===== config.mk =====
export PLATFORM = sky130hd
export DESIGN_NAME = ram_arbiter_nch
export DESIGN_NICKNAME = d
export VERILOG_FILES = /design/src/rtl/ram_arbiter_nch.sv
export SDC_FILE = /design/constraint.sdc
export NUM_CORES = 1
export LEC_CHECK = 0
export CAP_MARGIN = 25
export CORE_AREA = 2 2 257 259
export CTS_CLUSTER_SIZE = 10
export DETAILED_ROUTE_END_ITERATION = 6
export DIE_AREA = 0 0 259 261
export PLACE_DENSITY_LB_ADDON = 0.2
export SLEW_MARGIN = 20
export SYNTH_ARGS = -nofsm -noshare
export SYNTH_HDL_FRONTEND = slang
export SYNTH_SLANG_ARGS = --single-unit

===== constraint.sdc =====
create_clock -name clk -period 2.65 [get_ports clk]
set_clock_uncertainty 0.15 [all_clocks]
set_input_delay 0.265 -clock clk [delete_from_list [all_inputs] [get_ports clk]]
set_output_delay 0.265 -clock clk [all_outputs]
set_load 0.05 [all_outputs]

===== src/rtl/ram_arbiter_nch.sv =====
// N-channel request arbiter: funnels client read/write requests onto one DDRAM command port.
// Fixed-priority or round-robin grant, registered outputs, read watchdog.
module ram_arbiter_nch #(
    parameter int NCH     = 4,
    parameter int ADDR_W  = 29,
    parameter int DATA_W  = 64,
    parameter int MODE    = 1,
    parameter int TIMEOUT = 1024
) (
    input  logic                       clk,
    input  logic                       reset_n,
    input  logic [NCH-1:0]             ch_req,
    input  logic [NCH-1:0]             ch_write,
    input  logic [NCH*ADDR_W-1:0]      ch_addr,
    input  logic [NCH*DATA_W-1:0]      ch_wdata,
    input  logic [NCH*(DATA_W/8)-1:0]  ch_be,
    output logic [DATA_W-1:0]          ch_rdata,
    output logic [NCH-1:0]             ch_ready,
    output logic [NCH-1:0]             ch_done,
    output logic                       err_timeout,
    input  logic                       mem_busy,
    output logic [ADDR_W-1:0]          mem_addr,
    output logic                       mem_rd,
    output logic                       mem_we,
    output logic [DATA_W-1:0]          mem_din,
    output logic [DATA_W/8-1:0]        mem_be,
    output logic [7:0]                 mem_burstcnt,
    input  logic [DATA_W-1:0]          mem_dout,
    input  logic                       mem_dout_ready
);

    localparam int BE_W  = DATA_W / 8;
    localparam int PTR_W = $clog2(NCH);
    localparam int WD_W  = (TIMEOUT > 2) ? $clog2(TIMEOUT) : 1;

    typedef enum logic [2:0] {IDLE, ISSUE, WAIT_RD, ACK, GAP} state_t;

    state_t              state_q, state_d;
    logic [PTR_W-1:0]    rr_ptr_q, rr_ptr_d;
    logic [PTR_W-1:0]    grant_q, grant_d;
    logic [WD_W-1:0]     wd_q, wd_d;
    logic [ADDR_W-1:0]   mem_addr_q, mem_addr_d;
    logic [DATA_W-1:0]   mem_din_q, mem_din_d;
    logic [BE_W-1:0]     mem_be_q, mem_be_d;
    logic                mem_rd_q, mem_rd_d;
    logic                mem_we_q, mem_we_d;
    logic [DATA_W-1:0]   ch_rdata_q, ch_rdata_d;
    logic [NCH-1:0]      ch_ready_q, ch_ready_d;
    logic [NCH-1:0]      ch_done_q, ch_done_d;
    logic                err_q, err_d;

    logic [NCH-1:0]      active;
    logic                any_active;
    logic [PTR_W-1:0]    pick;
    logic [PTR_W-1:0]    idx;

    // Descending scan so the last hit is the highest-priority candidate.
    always_comb begin
        active     = ch_req | ch_write;
        any_active = |active;
        pick       = '0;
        idx        = '0;
        for (int k = NCH; k >= 1; k--) begin
            idx = PTR_W'((MODE == 0) ? (k - 1) : ((int'(rr_ptr_q) + k) % NCH));
            if (active[idx]) pick = idx;
        end
    end

    always_comb begin
        state_d    = state_q;
        rr_ptr_d   = rr_ptr_q;
        grant_d    = grant_q;
        wd_d       = wd_q;
        mem_addr_d = mem_addr_q;
        mem_din_d  = mem_din_q;
        mem_be_d   = mem_be_q;
        mem_rd_d   = mem_rd_q;
        mem_we_d   = mem_we_q;
        ch_rdata_d = ch_rdata_q;
        ch_ready_d = '0;
        ch_done_d  = '0;
        err_d      = 1'b0;

        case (state_q)
            IDLE: begin
                if (any_active) begin
                    grant_d    = pick;
                    if (MODE != 0) rr_ptr_d = pick;
                    mem_addr_d = ch_addr[int'(pick)*ADDR_W +: ADDR_W];
                    mem_din_d  = ch_wdata[int'(pick)*DATA_W +: DATA_W];
                    mem_be_d   = ch_write[pick] ? ch_be[int'(pick)*BE_W +: BE_W] : '1;
                    mem_we_d   = ch_write[pick];
                    mem_rd_d   = !ch_write[pick];
                    state_d    = ISSUE;
                end
            end
            ISSUE: begin
                if (!mem_busy) begin
                    mem_we_d = 1'b0;
                    mem_rd_d = 1'b0;
                    if (mem_we_q) begin
                        ch_done_d[grant_q] = 1'b1;
                        state_d            = ACK;
                    end else begin
                        wd_d    = '0;
                        state_d = WAIT_RD;
                    end
                end
            end
            WAIT_RD: begin
                // Returned data beats a watchdog expiry on the same edge.
                if (mem_dout_ready) begin
                    ch_rdata_d          = mem_dout;
                    ch_ready_d[grant_q] = 1'b1;
                    state_d             = ACK;
                end else if (wd_q == WD_W'(TIMEOUT - 1)) begin
                    ch_rdata_d          = '1;
                    ch_ready_d[grant_q] = 1'b1;
                    err_d               = 1'b1;
                    state_d             = ACK;
                end else begin
                    wd_d = wd_q + 1'b1;
                end
            end
            ACK:     state_d = GAP;
            GAP:     state_d = IDLE;
            default: state_d = IDLE;
        endcase
    end

    always_ff @(posedge clk or negedge reset_n) begin
        if (!reset_n) begin
            state_q    <= IDLE;
            rr_ptr_q   <= PTR_W'(NCH - 1);
            grant_q    <= '0;
            wd_q       <= '0;
            mem_addr_q <= '0;
            mem_din_q  <= '0;
            mem_be_q   <= '0;
            mem_rd_q   <= 1'b0;
            mem_we_q   <= 1'b0;
            ch_rdata_q <= '0;
            ch_ready_q <= '0;
            ch_done_q  <= '0;
            err_q      <= 1'b0;
        end else begin
            state_q    <= state_d;
            rr_ptr_q   <= rr_ptr_d;
            grant_q    <= grant_d;
            wd_q       <= wd_d;
            mem_addr_q <= mem_addr_d;
            mem_din_q  <= mem_din_d;
            mem_be_q   <= mem_be_d;
            mem_rd_q   <= mem_rd_d;
            mem_we_q   <= mem_we_d;
            ch_rdata_q <= ch_rdata_d;
            ch_ready_q <= ch_ready_d;
            ch_done_q  <= ch_done_d;
            err_q      <= err_d;
        end
    end

    assign ch_rdata     = ch_rdata_q;
    assign ch_ready     = ch_ready_q;
    assign ch_done      = ch_done_q;
    assign err_timeout  = err_q;
    assign mem_addr     = mem_addr_q;
    assign mem_rd       = mem_rd_q;
    assign mem_we       = mem_we_q;
    assign mem_din      = mem_din_q;
    assign mem_be       = mem_be_q;
    assign mem_burstcnt = 8'd1;

endmodule


==> results.sh, run 1 <==
export IMPL_via_per_inst=4.06
export IMPL_startpoint_type="flip-flop"
export IMPL_root_buffer="clkbuf_16"
export IMPL_cts_buffer_depth=2
export IMPL_place_congestion=0.821
export IMPL_wl_met2_um=26900
export IMPL_fin_area_um2=19300
export IMPL_die_width_um=259
export IMPL_synthArstFlopShare=1.00
export IMPL_ioPinCount=664
export IMPL_start_util=0.164
export IMPL_antenna_found_initial=5
export IMPL_rows=94
export IMPL_synthCells=1014
export IMPL_fin_crit_ps=2490
export IMPL_synth_avg_cell_area_um2=10.6
export IMPL_syn_area_um2=10700
export IMPL_critical_path_required_ps=2870
export IMPL_antenna_left=0
export IMPL_yosysWarnings=0
export IMPL_slew_headroom=0.551
export IMPL_cpMostUsedCell="buf_12"
export IMPL_totalWireLength_um=52300
export IMPL_route_met3_wl_um=3750
export IMPL_vias=10412
export IMPL_power_density_nw_per_um2=1220
export IMPL_grt_max_degree=62
export IMPL_synth_top_cell_by_area="dfrtp_1"
export IMPL_drt_initial_drc_count=496
export IMPL_place_inst=2528
export IMPL_top_layer="met5"
export IMPL_finalHoldViolCount=0
export IMPL_vdd_drop_max_mv=0.610
export IMPL_leakagePower_uw=0.00804
export IMPL_worstPathArrival_ps=2710
export IMPL_postCtsSetupRepairBufs=0
export IMPL_drv_slew=0
export IMPL_synth_edf_count=0
export IMPL_yosysTopAreaCellShare=0.447
export IMPL_die_h_um=261
export IMPL_grt_setup_unrepaired="false"
export IMPL_cts_inserted_buffers=17
export IMPL_grt_pass1_vias=11088
export IMPL_crit_chain="o32a_1 > nor2_1 > a221oi_4 > buf_12 > buf_12 > mux2i_2 > buf_4 > o221ai_2"
export IMPL_wl_per_cell_um=20.4
export IMPL_layout_common_cells="clkdlybuf4s50_1 (654), mux2i_1 (200), dfrtp_1 (191), nor2_1 (159), nand2_1 (109)"
export IMPL_cts_tree="yes"
export IMPL_yosysSeqAreaShare=0.452
export IMPL_layout_cells_non_filler=2567
export IMPL_timing_fmax_mhz=401
export IMPL_grt_use_total=0.151
export IMPL_grt_overflow=0
export IMPL_fin_nets=2165
export IMPL_cts_htree_levels=4
export IMPL_synth_area_leaders="dfrtp_1 (45%), mux2i_1 (19%), o221ai_2 (6.5%)"
export IMPL_drive_above_1_share=0.111
export IMPL_final_common_cell="clkdlybuf4s50_1"
export IMPL_drv_cap=0
export IMPL_first_pass_iters=4
export IMPL_fin_crit_sh=0.941
export IMPL_critPathSlowestCell="dfstp_2"
export IMPL_io_buffer_count=655
export IMPL_ys_seq_elements=193
export IMPL_synth_ff_type="dfrtp_1"
export IMPL_cts_sinks=193
export IMPL_criticalPathCategory="reg2reg"
export IMPL_ys_types=57
export IMPL_outcome="finished clean"
export IMPL_cp_end_kind="flip-flop"
export IMPL_fp_coreArea_um2=65000
export IMPL_crit_path_max_incr_delay_ps=640
export IMPL_die_area_um2=67600
export IMPL_clk_pin_slew_ps=80
export IMPL_placed_area_um2=18600
export IMPL_wirelength_met1_um=20600
export IMPL_setup_violations=0
export IMPL_drcViolationCount=0
export IMPL_clk_latency_ps=490
export IMPL_crit_path_max_fanout=24
export IMPL_synthToLayoutAreaGrowth_pct=80.0
export IMPL_tightest_slew_ps=671
export IMPL_dp_hpwl_um=40900
export IMPL_min_path_type="in2async"
export IMPL_grt_pass1_wl_um=74900
==> per-layer routing <==
| metal | track usage | up-vias |
|---|---|---|
| met5 | 0 | - |
| met4 | 0.0533 | 2 |
| met3 | 0.0468 | 49 |
| met2 | 0.266 | 377 |
| met1 | 0.171 | 4991 |
| li1 | - | 4993 |
==> per-stage QoR <==
stage	utilization	hold WS [ps]	TNS [ps]	total power [uW]	setup WS, ps
5_1_grt	0.296	143	0	24900	19.9
4_1_cts	0.296	120	0	24000	65.5
3_5_place_dp	0.286	117	-5580	20900	-263
2_1_floorplan	-	-181	0	15100	494
6_report	0.296	139	0	23500	157
3_3_place_gp	0.286	115	-3840	20800	-223
==> worst max-delay path, delay by kind of cell, from the launching register on <==
family	cells	cell delay (ps)
compound gates	3	540
buf+inv	3	610
flops	1	640
mux	1	300
simple gates	1	70
==> kinds of logic after synthesis <==
group / share of synthesized area
simple gates: 0.117
mux: 0.197
xor+xnor: 0.00573
other cells: 0.000702
buf+inv: 0.0616
compound gates: 0.164
flops: 0.452
fa+ha+maj: 0.00211
==> area by class of cell <==
class,count,area (um^2)
timing repair buffer,736,7380
clock buffer,17,425
clock inverter,15,220
sequential,193,4830
tap,864,1080
fill,6793,45800
multi-input combinational,732,5280
inverter,4,15.0
antenna,6,15.0
==> report_power, final <==
part           switching [uW]  total (uW)  internal (uW)
clock network            1550        2960           1400
logic                    9420       15500           6130
registers                 769        5030           4260
total                   11700       23500          11800
==> state kept, by name, summed over array words and instances, names as in the netlist <==
register and count:
ch_rdata 64, mem_din 64, mem_addr 29, wd_q 10
mem_be 8, ch_done 4, ch_ready 4, state_q 3
grant_q 2, rr_ptr_q 2, err_timeout 1, mem_rd 1
mem_we 1
==> cells in the mapped netlist (all sizes together), types with 2 or more instances <==
library cell / count
mux2i: 202
dfrtp: 191
nor4b: 2
dfstp: 2
nor2: 162
o21ai: 9
or3: 3
or2: 2
conb: 2
nor3b: 2
and3: 2
mux2: 8
o221ai: 93
o32a: 2
nand2: 111
a21oi: 81
buf: 68
nand2b: 2
xnor2: 7
clkbuf: 23
o211ai: 3
nor4: 2
inv: 4
nor3: 7
nand3: 5
a311oi: 2
==> repair_timing <==
item	4_1_cts	5_1_grt
endpoints found under the hold margin	65	0
hold buffers	1	0
setup endpoints to repair	0	2
resized for setup	0	2
==> final timing paths <==
check,startpoint,endpoint,slack (ps),cells after the start
setup / recovery,rr_ptr_q[0],mem_addr[18],160,8
hold / removal,reset_n,ch_rdata[3],140,2
setup reg to reg,rr_ptr_q[0],mem_addr[18],160,8
hold reg to reg,mem_din[16],mem_din[16],340,2
max in group asynchronous,reset_n,mem_din[40],1430,3
min in group clk,mem_dout[48],ch_rdata[48],180,3
Power figures use the tool's default switching activity.
==> run 2, diff against run 1 <==
--- a/config.mk
+++ b/config.mk
@@ -6,10 +6,11 @@
 export NUM_CORES = 1
 export LEC_CHECK = 0
 export CAP_MARGIN = 25
-export CORE_AREA = 2 2 257 259
+export CORE_AREA = 2 2 255 257
 export CTS_CLUSTER_SIZE = 10
 export DETAILED_ROUTE_END_ITERATION = 6
-export DIE_AREA = 0 0 259 261
+export DIE_AREA = 0 0 257 259
+export MAX_ROUTING_LAYER = met4
 export PLACE_DENSITY_LB_ADDON = 0.2
 export SLEW_MARGIN = 20
 export SYNTH_ARGS = -nofsm -noshare
==> constraint.sdc (replaced) <==
create_clock -name clk -period 3.1 [get_ports clk]
set_clock_uncertainty 0.15 [all_clocks]
set_input_delay 0.31 -clock clk [delete_from_list [all_inputs] [get_ports clk]]
set_output_delay 0.31 -clock clk [all_outputs]
set_load 0.05 [all_outputs]
==> results.sh, run 2 (synthesis results as in run 1) <==
export IMPL_first_pass_iters=5
export IMPL_cts_inserted_buffers=17
export IMPL_grt_pass1_vias=11040
export IMPL_critical_path_required_ps=3280
export IMPL_fp_coreArea_um2=63900
export IMPL_die_area_um2=66600
export IMPL_clkPwrFrac=0.117
export IMPL_drv_cap=0
export IMPL_final_util=0.297
export IMPL_fin_nets=2137
export IMPL_setup_violations=0
export IMPL_grt_setup_unrepaired="false"
export IMPL_power_total_uw=19900
export IMPL_tns_ps=0
export IMPL_crit_path_max_fanout=20
export IMPL_p_sw_uw=10100
export IMPL_min_path_type="in2reg"
export IMPL_outcome="finished clean"
export IMPL_io_buffer_count=655
export IMPL_synthToLayoutAreaGrowth_pct=77.1
export IMPL_die_h_um=259
export IMPL_dp_hpwl_um=42900
export IMPL_cts_tree="yes"
export IMPL_worstPathArrival_ps=2760
export IMPL_power_internal_uw=9790
export IMPL_vdd_drop_max_mv=0.687
export IMPL_cp_end_kind="flip-flop"
export IMPL_drive_above_1_share=0.0941
export IMPL_drcViolationCount=0
export IMPL_place_congestion=0.883
export IMPL_wl_per_cell_um=21.6
export IMPL_power_share_switching=0.509
export IMPL_totalWireLength_um=54600
export IMPL_ioPinCount=664
export IMPL_antenna_left=0
export IMPL_via_per_inst=4.10
export IMPL_power_frac_comb=0.664
export IMPL_vias=10383
export IMPL_grt_overflow=0
export IMPL_startpoint_type="flip-flop"
export IMPL_postCtsSetupRepairBufs=0
export IMPL_grt_use_total=0.166
export IMPL_die_width_um=257
export IMPL_grt_max_degree=71
export IMPL_start_util=0.167
export IMPL_rows=93
export IMPL_leakagePower_uw=0.00787
export IMPL_seq_power_share=0.220
export IMPL_finalHoldViolCount=0
export IMPL_fin_crit_sh=0.833
export IMPL_drt_initial_drc_count=485
export IMPL_tightest_slew_ps=727
export IMPL_layout_common_cells="clkdlybuf4s50_1 (654), mux2i_1 (202), dfrtp_1 (191), nor2_1 (159), nand2_1 (109)"
export IMPL_power_density_nw_per_um2=1050
export IMPL_root_buffer="clkbuf_16"
export IMPL_cts_resized_gates=0
export IMPL_cts_sinks=193
export IMPL_drv_slew=0
export IMPL_slew_headroom=0.514
export IMPL_cts_hold_buf=1
export IMPL_clk_pin_slew_ps=90
export IMPL_cts_buffer_depth=2
export IMPL_fin_crit_ps=2580
export IMPL_cts_htree_levels=4
export IMPL_clk_latency_ps=480
export IMPL_final_common_cell="clkdlybuf4s50_1"
export IMPL_criticalPathCategory="reg2reg"
export IMPL_grt_pass1_wl_um=78400
export IMPL_antenna_found_initial=7
export IMPL_timing_fmax_mhz=387
==> run 2: changes by cell type in the layout (fill, tap and decap cells not counted) <==
cell and change:
buf_12 -1, clkinvlp_4 +2, clkbuf_8 +1, mux2i_2 -2, inv_12 -4, mux2i_1 +2, clkinv_8 -2, inv_8 +1
inv_6 +2, buf_4 -27, bufinv_16 -1, clkbuf_1 +1
==> run 2: worst paths after layout <==
check,start,end,slack [ps],depth (start not counted)
setup / recovery,rr_ptr_q[0],mem_din[43],520,7
hold / removal,mem_dout[36],ch_rdata[36],230,3
setup reg to reg,rr_ptr_q[0],mem_din[43],520,7
hold reg to reg,mem_addr[24],mem_addr[24],340,2
max in group asynchronous,reset_n,ch_rdata[25],1750,3
min in group asynchronous,reset_n,ch_rdata[49],240,2
==> run 2: power groups by stage <==
stage / logic [uW] / registers, uW / clock network (uW)
after floorplan: 5180 / 7760 / 0
after global placement: 13300 / 4410 / 0
after detailed placement: 13400 / 4420 / 0
after CTS: 13500 / 4400 / 2430
after global routing: 14000 / 4560 / 2540
final: 13200 / 4380 / 2320
==> run 2: per-layer routing <==
metal | global-route usage | vias to the layer above | routed length, um
met5 | - | - | 0
met2 | 0.275 | 441 | 27000
met3 | 0.0565 | 37 | 4280
li1 | - | 4944 | -
met4 | 0.0470 | 0 | 1130
met1 | 0.189 | 4961 | 22200
==> run 2: final cells by class <==
type                    instances  area (um^2)
repair buffers                708         7160
flip-flops and latches        193         4830
inverters                       4         15.0
fillers                      6565        44900
multi-input cells             732         5270
clock buffers                  19          443
well taps                     855         1070
diodes                          6         15.0
clock inverters                13          136
==> run 2: critical path: stages (launching register included) <==
cell and delay [ps]:
dfstp_2 640, o32a_1 190, nor2_1 70, a221oi_4 300
buf_12 250, buf_4 240, mux2i_1 380, o221ai_1 200
==> run 2: per-stage QoR <==
step,instance area [um^2],cells,hold slack [ps],worst slack (ps)
2_1_floorplan,10700,1020,-136,944
3_3_place_gp,18300,2491,195,207
3_5_place_dp,18300,2491,203,132
4_1_cts,18900,2524,181,520
5_1_grt,18900,2530,200,419
6_report,18900,2530,229,516
